[config.mk]
export PLATFORM = sky130hd
export DESIGN_NAME = serial_add_ctrl
export DESIGN_NICKNAME = d
export VERILOG_FILES = /design/src/rtl/serial_add_ctrl_pkg.sv /design/src/rtl/serial_add_ctrl_fa_cell.sv /design/src/rtl/serial_add_ctrl.sv
export SDC_FILE = /design/constraint.sdc
export NUM_CORES = 1
export LEC_CHECK = 0
export ABC_CLOCK_PERIOD_IN_PS = 3320
export CAP_MARGIN = 20
export CORE_UTILIZATION = 41
export DETAILED_ROUTE_END_ITERATION = 6
export PLACE_DENSITY = 0.62
export REMOVE_ABC_BUFFERS = 1
export SLEW_MARGIN = 20
export SYNTH_ARGS = -nofsm -noshare
export SYNTH_HDL_FRONTEND = slang
export SYNTH_HIERARCHICAL = 1
export SYNTH_SLANG_ARGS = --single-unit
[constraint.sdc]
create_clock -name clk -period 3.32 [get_ports clk]
set_clock_uncertainty 0.1 [all_clocks]
set_input_delay 0.498 -clock clk [delete_from_list [all_inputs] [get_ports clk]]
set_output_delay 0.498 -clock clk [all_outputs]
set_load 0.02 [all_outputs]
[src/rtl/serial_add_ctrl_pkg.sv]
// serial_add_ctrl_pkg: shared state encoding and default width for the bit-serial adder
package serial_add_ctrl_pkg;
  typedef enum logic [1:0] {
    ST_IDLE = 2'd0,
    ST_RUN  = 2'd1,
    ST_DONE = 2'd2
  } state_t;
  localparam int DEFAULT_WIDTH = 8;
endpackage

[src/rtl/serial_add_ctrl_fa_cell.sv]
// fa_cell: combinational one-bit full adder
module fa_cell (
  input  logic a,
  input  logic b,
  input  logic cin,
  output logic s,
  output logic cout
);
  assign s = a ^ b ^ cin;
  assign cout = (a & b) | (cin & (a ^ b));
endmodule

[src/rtl/serial_add_ctrl.sv]
// serial_add_ctrl: sequences one full-adder cell over two WIDTH-bit operands, LSB first
module serial_add_ctrl
  import serial_add_ctrl_pkg::*;
#(
  parameter int WIDTH = DEFAULT_WIDTH,
  localparam int CNT_W = $clog2(WIDTH)
) (
  input  logic             clk,
  input  logic             rst_n,
  input  logic             start,
  input  logic [WIDTH-1:0] a,
  input  logic [WIDTH-1:0] b,
  input  logic             cin,
  output logic             busy,
  output logic             done,
  output logic [WIDTH-1:0] sum,
  output logic             cout
);
  state_t state, state_n;
  logic [WIDTH-1:0] a_sh, b_sh;
  logic [CNT_W-1:0] cnt;
  logic carry, s, c, accept, last;
  fa_cell u_fa (
    .a(a_sh[0]),
    .b(b_sh[0]),
    .cin(carry),
    .s(s),
    .cout(c)
  );
  always_comb begin
    accept = start && (state == ST_IDLE || state == ST_DONE);
    last = cnt == CNT_W'(WIDTH - 1);
    state_n = state == ST_RUN ? (last ? ST_DONE : ST_RUN) : (accept ? ST_RUN : ST_IDLE);
  end
  always_ff @(posedge clk or negedge rst_n) begin
    if (!rst_n) begin
      state <= ST_IDLE;
      busy <= 1'b0;
      done <= 1'b0;
      sum <= '0;
      cout <= 1'b0;
      cnt <= '0;
      a_sh <= '0;
      b_sh <= '0;
      carry <= 1'b0;
    end else begin
      state <= state_n;
      busy <= state_n == ST_RUN;
      done <= state_n == ST_DONE;
      if (accept) begin
        a_sh <= a;
        b_sh <= b;
        carry <= cin;
        cnt <= '0;
        sum <= '0;
        cout <= 1'b0;
      end else if (state == ST_RUN) begin
        a_sh <= a_sh >> 1;
        b_sh <= b_sh >> 1;
        carry <= c;
        sum <= {s, sum[WIDTH-1:1]};
        cnt <= last ? '0 : cnt + 1'b1;
        if (last) cout <= c;
      end
    end
  end
endmodule

==> summary.txt <==
n_diodes: 0
setup_tns: 0 ns
H-tree lvl count: 2
setup violators final: 0
status: completed
Worst path slowest cell: nor2_1
CP Capture Type: flip-flop
CP Depth: 4
number of setup buffers added after CTS: 0
multi-input gate area in the final layout: 795 µm²
DR WL/cell: 14.3 µm
Seq cells post-synth: 32
fin area: 0.00208 mm²
P per Cell Area: 840 mW/mm²
layout cells sized above 1: 13.5%
Slew HR: 47.0%
Ys Warns: 6
crit path cell chain: clkdlybuf4s50_1 > nor2_1 > o21ai_0 > o21ai_0
max_cap viols: 0
DR vias: 1219
FF+latch area: 801 µm²
Avg Cell Area, Syn: 11.4 µm²
Yosys cell types: 30
Critical Path AT: 2.25 ns
cts bufs inserted: 5
maximum vdd drop: 0.290 mV
worst path bufs/invs: 1
worst hold endpoint: cnt[0]
DR iter-0 viols: 33
filler cell count: 338
first-pass GRT wire length: 5.69 mm
core area: 0.00380 mm²
PortBufs: 30
largest net degree at the start of global routing: 39
Final HPWL DP: 2.16 mm
hold bufs inserted after CTS: 0
fin crit share: 65.0%
Post-CTS Resized: 0
clk sinks: 32
GPL Wtd Cong: 0.786
class of the most critical hold timing path: reg -> reg
initial core utilization: 44.5%
die width: 66.2 µm
worst reg2reg path startpoint: state[1]
ys flop type: dfrtp_1
synth top area cells: dfrtp_1 (47%), mux2i_1 (8.9%), a211oi_1 (5.8%)
DRC errors left: 0
clk_lat worst skew: 0.28 ns
Hold Crit Start: cnt[0]
GR Overflow Total: 0
Routed WL: 3.22 mm
Largest delay share family, worst path: simple AND/OR/NAND/NOR gates
WHS: 0.400 ns
Slew Viols, Final: 0
Post-Synthesis Cells: 148
Die Ht: 66.2 µm
vias in the first global route: 1236
Avg Vias per Cell: 5.39
Clock Pin Slew Worst Setup and Hold Paths: 0.07 ns
slew of the pin with the lowest slew margin: 0.792 ns
Req. time, crit path: 3.41 ns
router iterations before antenna repair: 4
CP peak stage delay: 0.73 ns
hold depth: 1
EDFF count, synth: 0
Final Net Count: 201
FF-to-FF End: sum[4]
CP Launch Type: input port
total track usage: 17.6%
most used cell, CP: o21ai_0
total die area: 0.00438 mm²
post-synth top area share: 47.4%
fraction of registers with async set/reset: 100%
Pleak: 0.000842 µW
Worst Reg-to-Reg Cells: 3
Area Overhead vs Synth: 23.3%
Routed Antenna Nets: 0
Netlist Area Pre-Place: 0.00169 mm²
unrepaired setup endpoints after global routing: false
sequential-to-total area share from yosys stat: 47.4%
Root Driver: clkbuf_8
Post-DP Area: 0.00199 mm²
post-placement setup slack: 0.893 ns
FMAX: 463 MHz
Yosys top cell by area: dfrtp_1
CTS tree: done
Period minus WS final: 2.16 ns
Core Util, Final: 54.8%
flop2flop setup slack: 1.47 ns
worst setup margin: 1.16 ns
initial antenna violation count: 0
CP max FO: 15
FP Rows: 22
WS Path Type: in -> reg
Fin. Hold Viols: 0
total I/O pin count: 31
clk buf depth: 2
## routing by layer
| layer | up-vias | track usage [%] | share of wire [%] |
|---|---|---|---|
| met5 | - | 0 | 0 |
| met4 | 0 | 6.38 | 0.74 |
| met3 | 2 | 5.69 | 4.0 |
| met2 | 32 | 27.7 | 47 |
| met1 | 588 | 22.6 | 49 |
| li1 | 597 | - | - |
## power by group
group,leakage [µW],switching [µW],internal (µW)
Combinational,0.000397,340,393
Sequential,0.000395,151,562
Clock,0.0000510,137,165
## cells in the final DEF, fill, tap and decap left out, drive strengths merged
cell type,instances
or2,1
inv,1
clkdlybuf4s50,30
nor2,4
o211ai,1
nand2,4
ha,3
clkbuf,6
mux2i,15
mux2,9
nand2b,3
nand3,1
fa,1
o2bb2ai,2
a211oi,13
o31ai,1
nor2b,13
o22ai,2
buf,4
and2,2
o21ai,4
a21oi,15
dfrtp,32
a22o,9
clkinv,2
## flip-flops by register name (all words and copies together), names as in the netlist
register and count:
busy 1, a_sh 8, state 1, sum 8, carry 1, cnt 3, done 1, cout 1
b_sh 8
## how the worst max path moves through the flow
stage          startpoint  endpoint  slack, ns
6_report            start    cnt[1]       1.16
5_1_grt             start    cnt[1]       1.02
4_1_cts             start    cnt[1]       1.18
3_5_place_dp        start    cnt[1]       0.89
3_3_place_gp        start    cnt[0]       0.97
2_1_floorplan        busy    cnt[0]       1.39
## through the flow
| step | power, µW | cells |
|---|---|---|
| final | 1750 | 226 |
| after global routing | 1890 | 226 |
| after CTS | 1770 | 226 |
| after detailed placement | 1460 | 218 |
| after global placement | 1420 | 218 |
| after floorplan | 1190 | 136 |
## logic make-up after synthesis
kind of cell    count (synthesis)  synth area share [%]
fa+ha+maj                       4                  3.41
mux                            24                  15.6
buf+inv                        13                  5.55
simple gates                   28                  9.33
flops                          32                  47.4
compound gates                 47                  18.7
## worst reg2reg max path: stages, from the launching register on
cell and delay [ns]:
dfrtp_1 0.70, buf_4 0.35, mux2_2 0.36, a22o_1 0.23
## cell usage after synthesis, types with 2 or more instances
| library cell | count |
|---|---|
| clkbuf_1 | 3 |
| mux2_2 | 6 |
| a21oi_1 | 15 |
| nand2_1 | 4 |
| mux2_4 | 3 |
| nand2b_1 | 2 |
| buf_2 | 5 |
| nor2_1 | 4 |
| a22o_1 | 9 |
| a211oi_1 | 13 |
| ha_1 | 3 |
| dfrtp_1 | 32 |
| nor2b_1 | 13 |
| o21ai_0 | 4 |
| mux2i_1 | 15 |
| o2bb2ai_1 | 2 |
| o22ai_1 | 2 |
## cell type report
class	count	area share, %
clock inverters	2	0.481
inverters	1	0.180
clock buffers	6	3.97
well taps	48	2.88
flip-flops and latches	32	38.5
multi-input cells	103	38.2
repair buffers	34	15.9
Power figures use the tool's default switching activity.
